==> config.mk <==
export PLATFORM = sky130hd
export DESIGN_NAME = spi_master
export DESIGN_NICKNAME = d
export VERILOG_FILES = /design/src/rtl/spi_pkg.sv /design/src/rtl/sclk_divider.sv /design/src/rtl/spi_master.sv
export SDC_FILE = /design/constraint.sdc
export NUM_CORES = 1
export LEC_CHECK = 0
export ABC_CLOCK_PERIOD_IN_PS = 2100
export CORE_MARGIN = 3
export CORE_UTILIZATION = 53
export DETAILED_ROUTE_END_ITERATION = 7
export PLACE_DENSITY = 0.76
export SYNTH_ARGS = -nofsm -noshare
export SYNTH_HDL_FRONTEND = slang
export SYNTH_SLANG_ARGS = --single-unit
==> constraint.sdc <==
create_clock -name clk -period 2.1 [get_ports clk]
set_clock_uncertainty 0.1 [all_clocks]
set_input_delay 0.525 -clock clk [delete_from_list [all_inputs] [get_ports clk]]
set_output_delay 0.525 -clock clk [all_outputs]
set_load 0.005 [all_outputs]
==> src/rtl/spi_pkg.sv <==
// Shared types, widths and frame helper for the SPI initiator.
package spi_pkg;

    localparam int unsigned ADDR_W     = 7;
    localparam int unsigned DATA_W     = 8;
    localparam int unsigned FRAME_BITS = 16;
    localparam int unsigned BIT_CNT_W  = 5;

    localparam logic RW_READ = 1'b1;

    typedef enum logic [1:0] {
        IDLE,
        START,
        SHIFT,
        HOLD
    } state_t;

    // On-wire frame layout, MSB first.
    typedef struct packed {
        logic [ADDR_W-1:0] addr;
        logic              rw;
        logic [DATA_W-1:0] data;
    } frame_t;

    // Reads send zeros in the data phase so the slave sees a clean line.
    function automatic logic [FRAME_BITS-1:0] build_frame(
        input logic [ADDR_W-1:0] a,
        input logic              rw,
        input logic [DATA_W-1:0] d
    );
        frame_t f;
        f.addr = a;
        f.rw   = rw;
        f.data = (rw == RW_READ) ? '0 : d;
        return f;
    endfunction

endpackage

==> src/rtl/sclk_divider.sv <==
// SCLK half-period generator; rise/fall strobes mark the clk edge on which
// the registered s_clk level changes.
module sclk_divider #(
    parameter int unsigned HALF_DIV = 4
) (
    input  logic clk,
    input  logic reset_n,
    input  logic run,
    output logic rise_tick,
    output logic fall_tick,
    output logic s_clk
);

    localparam int unsigned CNT_W = $clog2(HALF_DIV);

    logic [CNT_W-1:0] cnt;
    logic             half_c;

    // Counter sits at 0 while stopped, so a tick can never fire when idle.
    assign half_c    = (cnt == CNT_W'(HALF_DIV - 1));
    assign rise_tick = half_c && !s_clk;
    assign fall_tick = half_c &&  s_clk;

    // Half-period counter and SCLK level; both restart whenever run drops.
    always_ff @(posedge clk) begin
        if (!reset_n) begin
            cnt   <= '0;
            s_clk <= 1'b0;
        end else if (!run) begin
            cnt   <= '0;
            s_clk <= 1'b0;
        end else if (half_c) begin
            cnt   <= '0;
            s_clk <= ~s_clk;
        end else begin
            cnt   <= cnt + CNT_W'(1);
        end
    end

endmodule

==> src/rtl/spi_master.sv <==
// Mode-0 SPI initiator: one 16-bit frame (addr, r/w, data) per start request.
module spi_master
    import spi_pkg::*;
#(
    parameter int unsigned HALF_DIV = 4
) (
    input  logic              clk,
    input  logic              reset_n,
    input  logic              start,
    input  logic              read_write,
    input  logic [ADDR_W-1:0] addr,
    input  logic [DATA_W-1:0] wdata,
    input  logic              miso,
    output logic              CS,
    output logic              s_clk,
    output logic              mosi,
    output logic              busy,
    output logic              done,
    output logic [DATA_W-1:0] rdata
);

    state_t state, state_nxt;

    logic [FRAME_BITS-1:0] tx_sr, tx_nxt;
    logic [DATA_W-1:0]     rx_sr, rx_nxt;
    logic [BIT_CNT_W-1:0]  bit_cnt, cnt_nxt;
    logic                  rw_q, rw_nxt;
    logic                  cs_nxt, busy_nxt, done_nxt;
    logic [DATA_W-1:0]     rdata_nxt;

    logic rise_tick, fall_tick, run_c;

    // Divider stops on the HOLD-exit tick so s_clk never pulses high there.
    assign run_c = (state != IDLE) && !((state == HOLD) && rise_tick);

    sclk_divider #(
        .HALF_DIV (HALF_DIV)
    ) u_div (
        .clk       (clk),
        .reset_n   (reset_n),
        .run       (run_c),
        .rise_tick (rise_tick),
        .fall_tick (fall_tick),
        .s_clk     (s_clk)
    );

    // mosi is the MSB of the tx shift register; zero-fill returns it to 0 at the end.
    assign mosi = tx_sr[FRAME_BITS-1];

    // State register.
    always_ff @(posedge clk) begin
        if (!reset_n) begin
            state <= IDLE;
        end else begin
            state <= state_nxt;
        end
    end

    // Next-state and next-value logic for the frame sequencer.
    always_comb begin
        state_nxt = state;
        tx_nxt    = tx_sr;
        rx_nxt    = rx_sr;
        cnt_nxt   = bit_cnt;
        rw_nxt    = rw_q;
        cs_nxt    = CS;
        busy_nxt  = busy;
        done_nxt  = 1'b0;
        rdata_nxt = rdata;

        case (state)
            IDLE: begin
                if (start) begin
                    state_nxt = START;
                    tx_nxt    = build_frame(addr, read_write, wdata);
                    rx_nxt    = '0;
                    cnt_nxt   = '0;
                    rw_nxt    = read_write;
                    cs_nxt    = 1'b0;
                    busy_nxt  = 1'b1;
                end
            end
            START: begin
                state_nxt = SHIFT;
            end
            SHIFT: begin
                if (rise_tick && (rw_q == RW_READ) && (bit_cnt >= BIT_CNT_W'(DATA_W))) begin
                    rx_nxt = {rx_sr[DATA_W-2:0], miso};
                end
                if (fall_tick) begin
                    tx_nxt  = {tx_sr[FRAME_BITS-2:0], 1'b0};
                    cnt_nxt = bit_cnt + BIT_CNT_W'(1);
                    if (bit_cnt == BIT_CNT_W'(FRAME_BITS - 1)) begin
                        state_nxt = HOLD;
                    end
                end
            end
            HOLD: begin
                if (rise_tick) begin
                    state_nxt = IDLE;
                    cs_nxt    = 1'b1;
                    busy_nxt  = 1'b0;
                    done_nxt  = 1'b1;
                    if (rw_q == RW_READ) begin
                        rdata_nxt = rx_sr;
                    end
                end
            end
            default: begin
                state_nxt = IDLE;
            end
        endcase
    end

    // Datapath and output registers.
    always_ff @(posedge clk) begin
        if (!reset_n) begin
            tx_sr   <= '0;
            rx_sr   <= '0;
            bit_cnt <= '0;
            rw_q    <= 1'b0;
            CS      <= 1'b1;
            busy    <= 1'b0;
            done    <= 1'b0;
            rdata   <= '0;
        end else begin
            tx_sr   <= tx_nxt;
            rx_sr   <= rx_nxt;
            bit_cnt <= cnt_nxt;
            rw_q    <= rw_nxt;
            CS      <= cs_nxt;
            busy    <= busy_nxt;
            done    <= done_nxt;
            rdata   <= rdata_nxt;
        end
    end

endmodule

Yosys cells after proc, flatten, opt, wreduce, memory -nomap -nowiden. Cells that the tools add are included.

Add/subtract/negate cells: 2. Equal/unequal tests: 10. Multiplexer cells: 22. Reductions and logical operators: 21. $lt $le $gt $ge: 1. Bitwise operators: 3.

Operator list (number): $mux W16 (2); $pmux W16 S2 (1); $mux W8 (3); $pmux W8 S2 (1); $reduce_and A3 Y1 (4); $mux W5 (2); $ne A2 B2 Y1 const B (5); $pmux W5 S2 (1); $mux W2 (4); $pmux W2 S4 (1); $eq A2 B2 Y1 const B (3); $logic_and A1 B1 Y1 (6); $reduce_and A2 Y1 (3); $reduce_bool A2 Y1 (3); $add A5 B1 Y5 const B (1); $eq A5 B4 Y1 const B (1); $ge A5 B4 Y1 const B (1); $mux W1 (5); $pmux W1 S2 (2); $reduce_and A4 Y1 (1); $not A1 Y1 (3); $reduce_or A3 Y1 (1); $add A2 B1 Y2 const B (1); $eq A2 B1 Y1 const B (1); 2 further kinds (3).

Register bits: 46. Bits of input ports: 20. Logic and storage cells: 70.

Longest topological paths before layout.
Depth in word-level cells: 7. Gate-level depth with buffers: 8. Gate-level depth less buffers: 7.

Hierarchy. From an unflattened synthesis, not the netlist that was laid out.

Cells, all modules: 230. Area, all modules: 2125.8 µm².

Modules (own cells, without submodules): spi_master (cells each 219, seq. area each 860.8 µm², times used 1, area each 2010.7 µm²); sclk_divider (cells each 11, seq. area each 60.1 µm², times used 1, area each 115.1 µm²).

Worst setup path after synthesis. Ideal clock, no wire load.

Path type: register -> register. Start point: reg state[0]. End point: reg tx_sr[5]. Period minus slack after synthesis: 1.689 ns. Cell stages (with the launch flop): 9. Required time: 1.884 ns. Path slack: 0.411 ns. Data arrival time: 1.473 ns. Library setup time: 0.116 ns. Cell sequence: dfxtp_1 -> inv_1 -> ha_1 -> buf_4 -> mux2i_4 -> a21oi_4 -> buf_6 -> nand2_1 -> o211a_1.

Cells in the longest elaborated chain, start to end: 3.

RTL lines: from (decl) (RTL line spi_master.sv:22) `state_t state, state_nxt;`; from (signal assigned) (RTL line spi_master.sv:55) `state <= state_nxt;`; $eq A2 B2 Y1 or $logic_not A2 Y1 (tied branches) (RTL line spi_master.sv:71) `case (state)`; $ne A2 B2 Y1 (no source line) or $reduce_bool A2 Y1 (tied branches); $reduce_and A3 Y1 (no source line); to (signal assigned) (RTL line spi_master.sv:127) `tx_sr <= tx_nxt;`; to (decl) (RTL line spi_master.sv:24) `logic [FRAME_BITS-1:0] tx_sr, tx_nxt;`.

Several ways; a longest one is shown, not always the timed one. A chain may end at the register's enable or synchronous reset.

Worst setup path in the final report.
Start point: reg u_div.s_clk. End point: out s_clk.

RTL lines: from (decl) (RTL line sclk_divider.sv:11) `output logic s_clk`; from (signal assigned) (RTL line sclk_divider.sv:34) `s_clk <= ~s_clk;`; to (decl) (RTL line spi_master.sv:15) `output logic s_clk,`.

No word-level cell between the ends.

==> out/qor_table.md <==
| Stage | Item | Reported |
|:---|:---|:---|
| timing | Max transition margin | 72.0% |
| logic synthesis | Net Count, Synth | 257 |
| die | Die height | 69.3 um |
| worst setup path | Buf+Inv Stages, Crit Path | 1 |
| worst setup path | Worst setup slack for register-to-register paths | 0.30 ns |
| worst hold path | Launch point of the worst hold path | u_div.cnt[0] |
| logic synthesis | Yosys warns | 0 |
| worst setup path | Sort of element at the end of the critical path | output port |
| place | PortBufs | 32 |
| grt | Total grt overflow | 0 |
| grt | Number of antenna violations at the first check in global routing | 0 |
| die | Initial Util | 56.4% |
| drt | Vias post-DR | 1,645 |
| worst setup path | Maximum cell stage delay along the critical path | 0.54 ns |
| clock tree | Number of gates resized after cts | 0 |
| grt | First-pass GRT wire length | 6670 um |
| timing | Setup slack after layout | 0.223 ns |
| timing | Total count of max-transition violations in the final report | 0 |
| clock tree | Latest clock arrival within the worst-skew pair | 0.29 ns |
| worst setup path | Reg-to-Reg Start | state[0] |
| worst setup path | Worst reg-to-reg path cell count | 7 |
| worst setup path | Kind of cell with the highest combined delay on the critical path | buffers and inverters |
| worst hold path | Hold Path Cell Cnt | 1 |
| cells and area | Final-stage net count | 288 |
| die | Number of top-level pins | 33 |
| drt | Number of DRC violations after detailed-routing iteration 0 | 79 |
| die | Core Region | 3770 um2 |
| worst setup path | Setup crit start kind | register |
| logic synthesis | Mean instance size in the synthesized netlist | 9.28 um2 |
| clock tree | TritonCTS clock tree | yes |
| grt | Largest net degree at the start of global routing | 56 |
| place | Worst slack after detailed placement | 0.129 ns |
| timing | Hold Fails Final Rpt | 0 |
| timing | Final count of negative-setup-slack endpoints | 0 |
| timing | Slew at the pin closest to its max-slew limit | 0.418 ns |
| drt | Antenna-violating nets left | 0 |
| worst setup path | Top fanout value on the critical path | 6 |
| logic synthesis | Dominant synthesized flop cell | sky130_fd_sc_hd__dfxtp_1 |
| die | Site row count | 22 |
| logic synthesis | Cell area after synthesis | 2130 um2 |
| clock tree | Bufs on Longest Clock Path | 2 |
| logic synthesis | Count of flip-flops with a built-in enable after synthesis | 0 |
| worst hold path | Hold WC Path Type | reg -> reg |
| cells and area | Final core utilization | 68.6% |
| clock tree | Clk sink count | 46 |
| cells and area | Filler cells | 324 |
| logic synthesis | List of most frequent post-synthesis cells | 46 x sky130_fd_sc_hd__dfxtp_1, 46 x sky130_fd_sc_hd__nand2_1, 18 x sky130_fd_sc_hd__mux2i_1 |
| cells and area | Diode insertion count for antenna repair | 0 |
| timing | RSZ-0062 raised after global routing | no |
| worst setup path | Arrival time worst endpoint | 1.25 ns |
| worst setup path | Class of the most critical setup path | reg -> out |
| logic synthesis | Top-area cell type share of the netlist area | 43.3% |
| clock tree | Hold_buf cts | 0 |
| logic synthesis | Cells after synthesis | 229 |
| clock tree | Count of H-tree levels built during CTS | 2 |
| die | Die X | 69.3 um |
| power | Maximum resistive drop on vdd | 604 uV |
| drt | Drt first pass iters | 4 |
| worst setup path | WP data required | 1.47 ns |
| drt | Final Routed Wirelength | 3710 um |
| cells and area | Number of non-filler instances in the completed layout | 309 |
| die | Die footprint | 4810 um2 |
| drt | Per-cell via count in the routed design | 5.32 |
| logic synthesis | Sequential area share after synthesis | 43.3% |
| logic synthesis | Top area cells in the synthesized netlist | sky130_fd_sc_hd__dfxtp_1 43%, sky130_fd_sc_hd__mux2i_1 8.5%, sky130_fd_sc_hd__nand2_1 8.1% |
| timing | Fin crit share | 89.4% |
| clock tree | Number of post-CTS setup repair buffers | 0 |
| timing | Summed negative setup slack over all endpoints | 0 ns |
| logic synthesis | Post-synth cell types | 31 |
| outcome | Status | finished clean |
| clock tree | Root buffer selected by CTS | sky130_fd_sc_hd__clkbuf_8 |
| power | Total leakage power | 1.10 nW |
| timing | Highest attainable clock frequency | 533 MHz |
| place | Global placement routability congestion | 0.719 |
| worst setup path | Worst-path cell with the longest stage delay | sky130_fd_sc_hd__clkdlybuf4s50_1 |
| cells and area | Share of cells above drive strength 1 | 6.90% |
| logic synthesis | Share of flip-flops with an asynchronous set or reset after synthesis | 0% |
| worst setup path | Series of cell instances along the critical path | clkdlybuf4s50_1 |
| place | Total instance count after detailed placement | 301 |
| flow run | Number of maximum-capacitance violations | 0 |
| drt | Average wire length per cell after detail routing | 12.0 um |
| drt | DR DRC count | 0 |
| grt | Vias in the first global route | 1,490 |
| cells and area | Post-route cell area | 2590 um2 |
| logic synthesis | Number of synthesized register bits | 46 |
| clock tree | Num CTS Buffers | 5 |
| worst setup path | End of the worst register-to-register path | rx_sr[7] |
| clock tree | Clock transition at the register clock pins on the worst setup and hold paths after CTS | 0.08 ns |
| worst hold path | Worst Hold Endpoint | u_div.cnt[0] |
| timing | Final Critical Period | 1.88 ns |
| logic synthesis | Most area-hungry cell type in the Yosys netlist | sky130_fd_sc_hd__dfxtp_1 |
| place | Area after detailed placement | 2500 um2 |
| grt | Total GRT Usage | 16.8% |
| cells and area | Signed area change from the synthesized netlist to the final layout | 21.7% |
| power | Cell area power density | 1070 nW/um2 |
| place | Post-detailed-placement half-perimeter wirelength | 2500 um |
-- metrics by stage --
step | power [mW] | hold WS [ns]
floorplan | 2.01 | 0.308
global placement | 2.25 | 0.324
detailed placement | 2.27 | 0.330
CTS | 2.80 | 0.341
global route | 2.96 | 0.362
finish | 2.77 | 0.332
-- power breakdown --
group | switching (mW) | total, mW | internal [mW] | leakage [nW]
sequential | 0.103 | 1.16 | 1.06 | 0.375
combinational | 0.555 | 1.07 | 0.519 | 0.678
clock | 0.296 | 0.531 | 0.235 | 0.0452
-- registers in the layout, summed over array words and instances (netlist names) --
register     flops
rdata            8
tx_sr           16
rw_q             1
busy             1
bit_cnt          5
u_div.s_clk      1
CS               1
state            2
done             1
rx_sr            8
u_div.cnt        2
-- routing by layer --
metal / part of all wire, % / routed length, um / track usage, %
met2: 44 / 1630 / 27.2
met4: 1.0 / 37 / 4.56
met1: 50 / 1860 / 21.3
met5: 0 / 0 / 0
met3: 5.0 / 184 / 5.51
-- cell type report --
cell class / count / area, um2 / area share (%)
inverter: 7 / 26.3 / 1.02
tap: 48 / 60.1 / 2.32
timing repair buffer: 39 / 398 / 15.4
multi-input combinational: 161 / 1100 / 42.4
clock buffer: 6 / 72.6 / 2.80
sequential: 46 / 921 / 35.6
clock inverter: 2 / 13.8 / 0.532
-- placed cells by master, fill, tap and decap left out, drive strengths merged, types with 6 or more instances in the layout --
master	count
o21ai	7
a22oi	7
o211a	15
ha	8
inv	7
nor2	6
buf	7
dfxtp	46
clkbuf	6
nand3	14
mux2i	19
clkdlybuf4s50	32
nand2	47
a21boi	10
-- logic make-up after synthesis --
| family | count (synthesis) | synth area share, % |
|---|---|---|
| DFF | 46 | 43.3 |
| and+or+nand+nor | 83 | 18.0 |
| buffers and inverters | 22 | 5.12 |
| AOI/OAI and AO/OA | 49 | 18.5 |
| muxes | 19 | 9.53 |
| xor gates and xnor gates | 2 | 0.824 |
| adders and majority gates | 8 | 4.71 |
-- how the worst max path moves through the flow --
stage / end / start / depth (start not counted)
after floorplan: tx_sr[5] / state[0] / 8
after global placement: bit_cnt[1] / start / 6
after detailed placement: bit_cnt[4] / start / 6
after CTS: s_clk / u_div.s_clk / 1
after global routing: s_clk / u_div.s_clk / 1
final: s_clk / u_div.s_clk / 1
No activity file was read; power rests on OpenSTA's default activity.
